==> src/rtl/hwag_pkg.sv <==
// Shared types and field widths for the HWAG output channels.
// Both the ignition channel and the angle-wrap helper import this package.
package hwag_pkg;

  localparam int ANG_W = 24;
  localparam int TMR_W = 24;

  typedef enum logic [1:0] {
    IDLE,
    ARMED,
    CHARGE,
    HOLDOFF
  } ign_state_t;

endpackage

==> src/rtl/hwag_angle_wrap_sub.sv <==
// Combinational modular subtraction: start angle = (ang - dlt) wrapped into 0..max.
// The delta is clamped to one full cycle so an oversize dwell never wraps twice.
module hwag_angle_wrap_sub
  import hwag_pkg::*;
#(
  parameter int AW = ANG_W
) (
  input  logic [AW-1:0] i_ang,
  input  logic [AW-1:0] i_dlt,
  input  logic [AW-1:0] i_max,
  output logic [AW-1:0] o_set_ang
);

  logic [AW:0] w_ang;
  logic [AW:0] w_dlt;
  logic [AW:0] w_max;
  logic [AW:0] w_dlt_s;

  always_comb begin
    w_ang   = {1'b0, i_ang};
    w_dlt   = {1'b0, i_dlt};
    w_max   = {1'b0, i_max};
    w_dlt_s = (w_dlt > w_max) ? w_max : w_dlt;
    // One extra bit keeps ang + max + 1 from overflowing before truncation.
    if (w_ang >= w_dlt_s) begin
      o_set_ang = AW'(w_ang - w_dlt_s);
    end else begin
      o_set_ang = AW'(w_ang + w_max + {{AW{1'b0}}, 1'b1} - w_dlt_s);
    end
  end

endmodule

==> src/rtl/hwag_ign_channel.sv <==
// One ignition coil channel: charges from (angle - dwell) to angle on the HWAG count,
// with double-buffered CPU parameters and an over-dwell cut-off timer.
module hwag_ign_channel
  import hwag_pkg::*;
#(
  parameter int AW = ANG_W,
  parameter int TW = TMR_W
) (
  input  logic          clk,
  input  logic          rst,
  input  logic          ena,
  input  logic          hwag_start,
  input  logic [AW-1:0] acnt,
  input  logic [AW-1:0] acnt_max,
  input  logic [AW-1:0] din,
  input  logic          wr_ang,
  input  logic          wr_dlt,
  input  logic [TW-1:0] chrg_max,
  output logic          ign_out,
  output logic          spark_stb,
  output logic          ovd_stb,
  output logic          busy,
  output logic [AW-1:0] set_ang
);

  ign_state_t r_state;
  ign_state_t w_state_nxt;

  logic [AW-1:0] r_sh_ang;
  logic [AW-1:0] r_sh_dlt;
  logic [AW-1:0] r_act_ang;
  logic [AW-1:0] r_act_dlt;
  logic [AW-1:0] r_set_ang;
  logic [TW-1:0] r_timer;
  logic          r_ign;
  logic          r_spark;
  logic          r_ovd;

  logic [AW-1:0] w_wrap_ang;
  logic [TW:0]   w_timer_inc;
  logic [TW-1:0] w_timer_nxt;
  logic          w_commit;
  logic          w_ign_nxt;
  logic          w_spark_nxt;
  logic          w_ovd_nxt;

  // The start angle is computed from the shadow pair, since those become active on commit.
  hwag_angle_wrap_sub #(
    .AW(AW)
  ) u_wrap (
    .i_ang    (r_sh_ang),
    .i_dlt    (r_sh_dlt),
    .i_max    (acnt_max),
    .o_set_ang(w_wrap_ang)
  );

  assign w_timer_inc = {1'b0, r_timer} + {{TW{1'b0}}, 1'b1};

  always_comb begin
    w_state_nxt = r_state;
    w_commit    = 1'b0;
    w_ign_nxt   = r_ign;
    w_spark_nxt = 1'b0;
    w_ovd_nxt   = 1'b0;
    w_timer_nxt = r_timer;
    if (!(ena && hwag_start)) begin
      w_state_nxt = IDLE;
      w_ign_nxt   = 1'b0;
    end else begin
      case (r_state)
        IDLE: begin
          w_ign_nxt   = 1'b0;
          w_state_nxt = ARMED;
          w_commit    = 1'b1;
        end
        ARMED: begin
          w_ign_nxt = 1'b0;
          if (acnt == r_set_ang) begin
            if (r_act_dlt != '0) begin
              w_state_nxt = CHARGE;
              w_ign_nxt   = 1'b1;
              w_timer_nxt = '0;
            end
          end else begin
            w_commit = 1'b1;
          end
        end
        CHARGE: begin
          w_timer_nxt = (&r_timer) ? r_timer : w_timer_inc[TW-1:0];
          // A spark on the same cycle as the over-dwell limit wins.
          if (acnt == r_act_ang) begin
            w_ign_nxt   = 1'b0;
            w_spark_nxt = 1'b1;
            w_state_nxt = ARMED;
            w_commit    = 1'b1;
          end else if ((chrg_max != '0) && (w_timer_inc >= {1'b0, chrg_max})) begin
            w_ign_nxt   = 1'b0;
            w_ovd_nxt   = 1'b1;
            w_state_nxt = HOLDOFF;
          end
        end
        HOLDOFF: begin
          w_ign_nxt = 1'b0;
          if (acnt == r_act_ang) begin
            w_state_nxt = ARMED;
            w_commit    = 1'b1;
          end
        end
        default: begin
          w_state_nxt = IDLE;
          w_ign_nxt   = 1'b0;
        end
      endcase
    end
  end

  always_ff @(posedge clk or posedge rst) begin
    if (rst) begin
      r_state <= IDLE;
      r_ign   <= 1'b0;
      r_spark <= 1'b0;
      r_ovd   <= 1'b0;
      r_timer <= '0;
    end else begin
      r_state <= w_state_nxt;
      r_ign   <= w_ign_nxt;
      r_spark <= w_spark_nxt;
      r_ovd   <= w_ovd_nxt;
      r_timer <= w_timer_nxt;
    end
  end

  // Commit reads the shadows before this cycle's CPU write lands in them.
  always_ff @(posedge clk or posedge rst) begin
    if (rst) begin
      r_sh_ang  <= '0;
      r_sh_dlt  <= '0;
      r_act_ang <= '0;
      r_act_dlt <= '0;
      r_set_ang <= '0;
    end else begin
      if (w_commit) begin
        r_act_ang <= r_sh_ang;
        r_act_dlt <= r_sh_dlt;
        r_set_ang <= w_wrap_ang;
      end
      if (wr_ang) begin
        r_sh_ang <= din;
      end
      if (wr_dlt) begin
        r_sh_dlt <= din;
      end
    end
  end

  assign ign_out   = r_ign;
  assign spark_stb = r_spark;
  assign ovd_stb   = r_ovd;
  assign busy      = (r_state != IDLE);
  assign set_ang   = r_set_ang;

endmodule

==> config.mk <==
export PLATFORM = sky130hd
export DESIGN_NAME = hwag_ign_channel
export DESIGN_NICKNAME = d
export VERILOG_FILES = /design/src/rtl/hwag_pkg.sv /design/src/rtl/hwag_angle_wrap_sub.sv /design/src/rtl/hwag_ign_channel.sv
export SDC_FILE = /design/constraint.sdc
export NUM_CORES = 1
export LEC_CHECK = 0
export CELL_PAD_IN_SITES_DETAIL_PLACEMENT = 1
export CELL_PAD_IN_SITES_GLOBAL_PLACEMENT = 1
export CORE_ASPECT_RATIO = 1.75
export CORE_MARGIN = 3
export CORE_UTILIZATION = 30
export CTS_CLUSTER_SIZE = 14
export DETAILED_ROUTE_END_ITERATION = 7
export PLACE_DENSITY_LB_ADDON = 0.1
export SKIP_CTS_REPAIR_TIMING = 1
export SYNTH_ARGS = -nofsm -noshare
export SYNTH_HDL_FRONTEND = slang
export SYNTH_SLANG_ARGS = --single-unit
==> constraint.sdc <==
create_clock -name clk -period 17.9 [get_ports clk]
set_input_delay 5.37 -clock clk [delete_from_list [all_inputs] [get_ports clk]]
set_output_delay 5.37 -clock clk [all_outputs]
set_load 0.02 [all_outputs]
======== After elaboration in Yosys (flattened, before gate mapping) ========
Index checks and enable logic that the tools add are counted.
storage, ports and cells
  input port bits ......................... 102
  register bits ........................... 149
  output and inout port bits .............. 28
operators by class
  equality and inequality tests ........... 12
  reduce and logical (&&, ||, !) cells .... 12
  muxes and demuxes ....................... 29
  $add $sub $neg .......................... 5
  magnitude comparators ................... 3
operators with widths
  kind                                                             count
  24-bit two-way mux                                               5
  24-bit == test                                                   2
  24-bit one-hot mux with 2 select lines                           1
  24-bit nonzero test                                              2
  24-bit subtractor                                                2
  24-bit by 1-bit adder with 25-bit output, second input constant  1
  24-bit by 25-bit greater-or-equal comparator with 1-bit output   1
  25-bit by 24-bit greater-or-equal comparator with 1-bit output   1
  24-bit by 1-bit adder with 24-bit output, second input constant  1
  24-bit adder                                                     1
  24-bit > comparator                                              1
  24-bit AND reduction                                             1
  1-bit two-way mux                                                14
  2-bit two-way mux                                                6
  3-bit inequality test, second input constant                     3
  2-bit one-hot mux with 4 select lines                            1
  2-bit inequality test, second input constant                     3
  1-bit one-hot mux with 3 select lines                            2
  5-bit AND reduction                                              1
  2-bit == test, second input constant                             2
  4-bit inequality test, second input constant                     1
  4-bit AND reduction                                              1
  2-bit nonzero test                                               2
  2-bit OR reduction                                               2
  3 further kinds                                                  4

======== Logic depth before layout (Yosys ltp) ========
  depth after elaboration ................. 7
  depth in mapped cells ................... 29
  depth with buffers taken out ............ 26

======== Modules after synthesis ========
Synthesis repeated with hierarchy kept, for this count alone.
unflattened totals
  cell total of the unflattened synthesis .. 1139
  area, all modules ....................... 11415.9 µm²
by module, submodules not included
  module               cells each  instances  sequential area each (µm²)  area each (µm²)
  hwag_ign_channel     643         1          3728.6                      7526.0
  hwag_angle_wrap_sub  496         1          0.0                         3890.0

======== Worst setup path after synthesis ========
OpenSTA, ideal clock, no wires.
  kind .................................... in2reg
  start ................................... input port acnt_max[21]
  end ..................................... register r_set_ang[22], in the netlist set_ang[22]
  required time ........................... 17.818 ns
  data arrival time ....................... 10.883 ns
  stages on the path ...................... 28
  library setup time ...................... 0.082 ns
  setup slack ............................. 6.935 ns
  cells stage by stage .................... inv_1 ha_1 nand4_2 nor4_4 o311ai_2 a31oi_4 buf_6 buf_1 nand2_1 o21ai_0 inv_1 fa_1 inv_1 ha_1 nor2_1 fa_1 nor2b_1 o21ai_0 nand2_1 a21o_1 a221o_1 a222oi_1 a21oi_1 a211o_1 a211o_1 nand4_1 nand2_1 a31oi_1
between the ends
  longest elaborated chain between the ends .. 4
  elaborated cells between the ends (all ways) .. 8
ends and longest elaborated chain
  element                                                                         RTL line                                              source
  from (decl)                                                                     hwag_ign_channel.sv:14                                input logic [AW-1:0] acnt_max,
  24-bit adder or 24-bit > comparator (tied branches)                             hwag_angle_wrap_sub.sv:28, hwag_angle_wrap_sub.sv:23
  24-bit by 1-bit adder with 24-bit output or 24-bit two-way mux (tied branches)  hwag_angle_wrap_sub.sv:28, hwag_angle_wrap_sub.sv:23
  24-bit subtractor (tied with other cells)                                       hwag_angle_wrap_sub.sv:28                             o_set_ang = AW'(w_ang + w_max + {{AW{1'b0}}, 1'b1} - w_dlt_s);
  24-bit two-way mux (*)                                                          hwag_angle_wrap_sub.sv:25                             if (w_ang >= w_dlt_s) begin
  to (signal assigned)                                                            hwag_ign_channel.sv:145                               r_set_ang <= w_wrap_ang;
  to (decl)                                                                       hwag_ign_channel.sv:33                                logic [AW-1:0] r_set_ang;
Every way passes the cells marked *; elsewhere a longest branch is shown, timed or not.
A chain may end at the register's enable or synchronous reset.

======== Worst setup path after layout ========
  start ................................... input port acnt_max[19]
  end ..................................... register r_set_ang[22], in the netlist set_ang[22]
The elaborated chain is that of the path after synthesis.

==> results.toml <==
[synth]
synth_top_cells_by_area = "dfrtp_1 (31%), ha_1 (11%), mux2_2 (8.6%)"
synthAdderAreaFrac = 0.145
syn_inst = 1273
synth-xor-area-share = 0.0870
ys_seq_area_frac = 0.314
synth_top_family_by_area = "compound AO/OA/AOI/OAI gates"
synth_area_um2 = 11900
yosys.area_share.simple = 0.146
ys_types = 73
synth_largest_area_cell = "dfrtp_1"
synth_top_area_share = 0.314
synth-edff-count = 0
ys_warn_count = 0
avgSynthCellArea_um2 = 9.32
synth_ff_type = "dfrtp_1"
synth_compound_area_frac = 0.151
synthArstFlopShare = 1.00
synthMuxAreaShare = 0.109
synth-seq-cells = 149
syn-num-nets = 1497

[critical_path]
slowest_delay_ns = 0.51
critical_path.top_delay_family = "compound AO/OA/AOI/OAI gates"
cp_slowest_cell = "fa_1"
arrival_ns = 11.92
end_kind = "register"
critPathLaunchType = "input pin"
critical_path_required_ns = 18.26
cp_max_fo = 36
worst-path-buf-inv = 5
critical_path_class = "input pin to register"

[timing]
fmax_ghz = 0.0865
slew_viol_final = 0
worst_hold_slack_ns = 0.511
fin_tns_setup_ns = 0
fin_crit_sh = 0.646
tightest_slew_ns = 1.02
grt_setup_unrepaired = "false"
hold_viol = 0
final-setup-viol-count = 0
fin_crit_ns = 11.56
fin_worst_skew_ns = 0.0205
slew_headroom = 0.318

[cells_and_area]
drive_gt1_frac = 0.109
fin_nets = 1611
mostFrequentLayoutCells = "dfrtp_1 (149), clkdlybuf4s50_1 (129), nand2_1 (108), ha_1 (103), inv_1 (100)"
area_growth_syn_to_layout_pct = 20.0
fillers = 4436
fin_cells = 1887
finish.utilization = 0.367
layout_commonest_cell = "dfrtp_1"

[place]
placed_cells = 1853
io_buffers = 129
gp_congestion = 0.868
dp_hpwl_um = 36600

[power]
power_frac_seq = 0.305
leakagePower_uw = 0.00618
switching_power_uw = 659
p_comb_frac = 0.470
swShare = 0.415
pwr-share-clk = 0.225
cellPowerDensity_nw_per_um2 = 112
p_int_uw = 930
ir_drop_mv = 0.0656

[detailed_routing]
num_vias = 9986
drcViolationCount = 0
wl_per_cell_um = 23.3
dr.pass1.iters = 6
drt_wl_total_um = 44000
detail-route-antenna-nets = 0
routed_via_density = 5.29
drtIter0Drc = 311

[clock_network]
cts_tree = "built"
clk-insertion-delay-late_ns = 0.45
cts.clk_slew.worst_paths_ns = 0.06
htreeDepth = 4
clockBufferDepth = 2
cts.sinks = 149
root_buffer = "clkbuf_16"
cts_inserted_buffers = 17

[global_routing]
grt_most_used_layer = "met2"
grt_use_met1 = 0.184
grt_pass1_vias = 10966
grt_max_degree = 84
grt_usage = 0.212
antenna_found_initial = 0
grtUsageMet2 = 0.446
grt_pass1_wl_um = 65700
met3_usage = 0.0252
overflow = 0

[floorplanning]
fp.coreArea_um2 = 38700
die-area_um2 = 42100
chipHeight_um = 269
die_w_um = 156
rows = 95
initial_core_util = 0.306
io_pins = 130

[worst_hold_path]
hp-class = "register to register"

[status]
status = "completed"

[run]
cap_viol_max_count = 0
## synth_stat cells, drive strengths merged, types with 3 or more instances
master    n
and2     10
nand3    24
a21o     21
nor4     22
maj3      5
nor2b    14
xnor2    73
a21boi    6
o21a     11
and4      5
a221o     4
xor2     44
or4       3
a311oi    4
nor2     68
o211ai    5
a22o      3
mux2     91
nand2b   13
nand4    30
a211o     6
o21ai    74
mux2i    26
o311ai    7
ha      103
o21bai    5
a211oi    6
buf       9
dfrtp   149
nand2   108
or3       7
fa       19
nor3     23
a31oi    10
inv     102
o31ai    15
clkbuf   32
a21oi    74
and3     16
a22oi     3
## final cells by class
type | instances | area [um2] | share of cell area
Timing Repair Buffer | 136 | 1340 | 0.0944
Inverter | 102 | 388 | 0.0272
Sequential cell | 149 | 3730 | 0.262
Multi-Input combinational cell | 981 | 7590 | 0.533
Tap cell | 485 | 607 | 0.0426
Clock inverter | 12 | 118 | 0.00826
Clock buffer | 20 | 457 | 0.0321
Antenna cell | 2 | 5.00 | 0.000351
## flip-flops by register name, summed over array words and instances (netlist names)
signal,flops
ign_out,1
ovd_stb,1
r_act_ang,24
r_act_dlt,24
r_sh_ang,24
r_sh_dlt,24
r_state,2
r_timer,24
set_ang,24
spark_stb,1
## power by group through the flow
stage	Sequential, uW	Combinational [uW]	Clock [uW]
3_5_place_dp	496	753	0
3_3_place_gp	494	747	0
2_1_floorplan	481	470	0
4_1_cts	490	757	368
6_report	485	747	358
5_1_grt	494	822	380
## logic make-up (layout without fill, tap and decap cells)
kind of cell	Yosys count	in the layout
AO/OA/AOI/OAI	272	272
other	0	2
XOR/XNOR	117	117
AND/OR/NAND/NOR	348	348
adder cells (fa/ha/maj)	127	127
flip-flops	149	149
multiplexers	117	117
buffers and inverters	143	270
## stage by stage
stage          total power [uW]  instance area [um2]  setup WS (ns)
6_report                   1590                14200           6.34
4_1_cts                    1610                14200           6.40
2_1_floorplan               951                11900           6.94
3_5_place_dp               1250                13700           5.94
5_1_grt                    1700                14200           5.88
3_3_place_gp               1240                13700           6.08
## final timing paths
| path | from | to | slack (ns) | depth (start not counted) |
|---|---|---|---|---|
| worst max-delay path | acnt_max[19] | set_ang[22]$_DFFE_PP0P_ | 6.34 | 28 |
| worst min-delay path | r_act_dlt[9]$_DFFE_PP0P_ | r_act_dlt[9]$_DFFE_PP0P_ | 0.51 | 1 |
| worst max register to register | r_sh_dlt[19]$_DFFE_PP0P_ | set_ang[22]$_DFFE_PP0P_ | 11.34 | 26 |
| worst min register to register | r_act_dlt[9]$_DFFE_PP0P_ | r_act_dlt[9]$_DFFE_PP0P_ | 0.51 | 1 |
| max in group asynchronous | rst | r_sh_ang[18]$_DFFE_PP0P_ | 11.10 | 3 |
| min in group asynchronous | rst | r_timer[4]$_DFFE_PP0P_ | 5.43 | 2 |
## routing by layer
layer / routed length (um) / vias up / share of wire
met4: 2610 / 0 / 0.059
met1: 14000 / 4988 / 0.32
met3: 867 / 84 / 0.020
met5: 0 / - / 0
li1: - / 4761 / -
met2: 26500 / 153 / 0.60
Power figures use the tool's default switching activity.
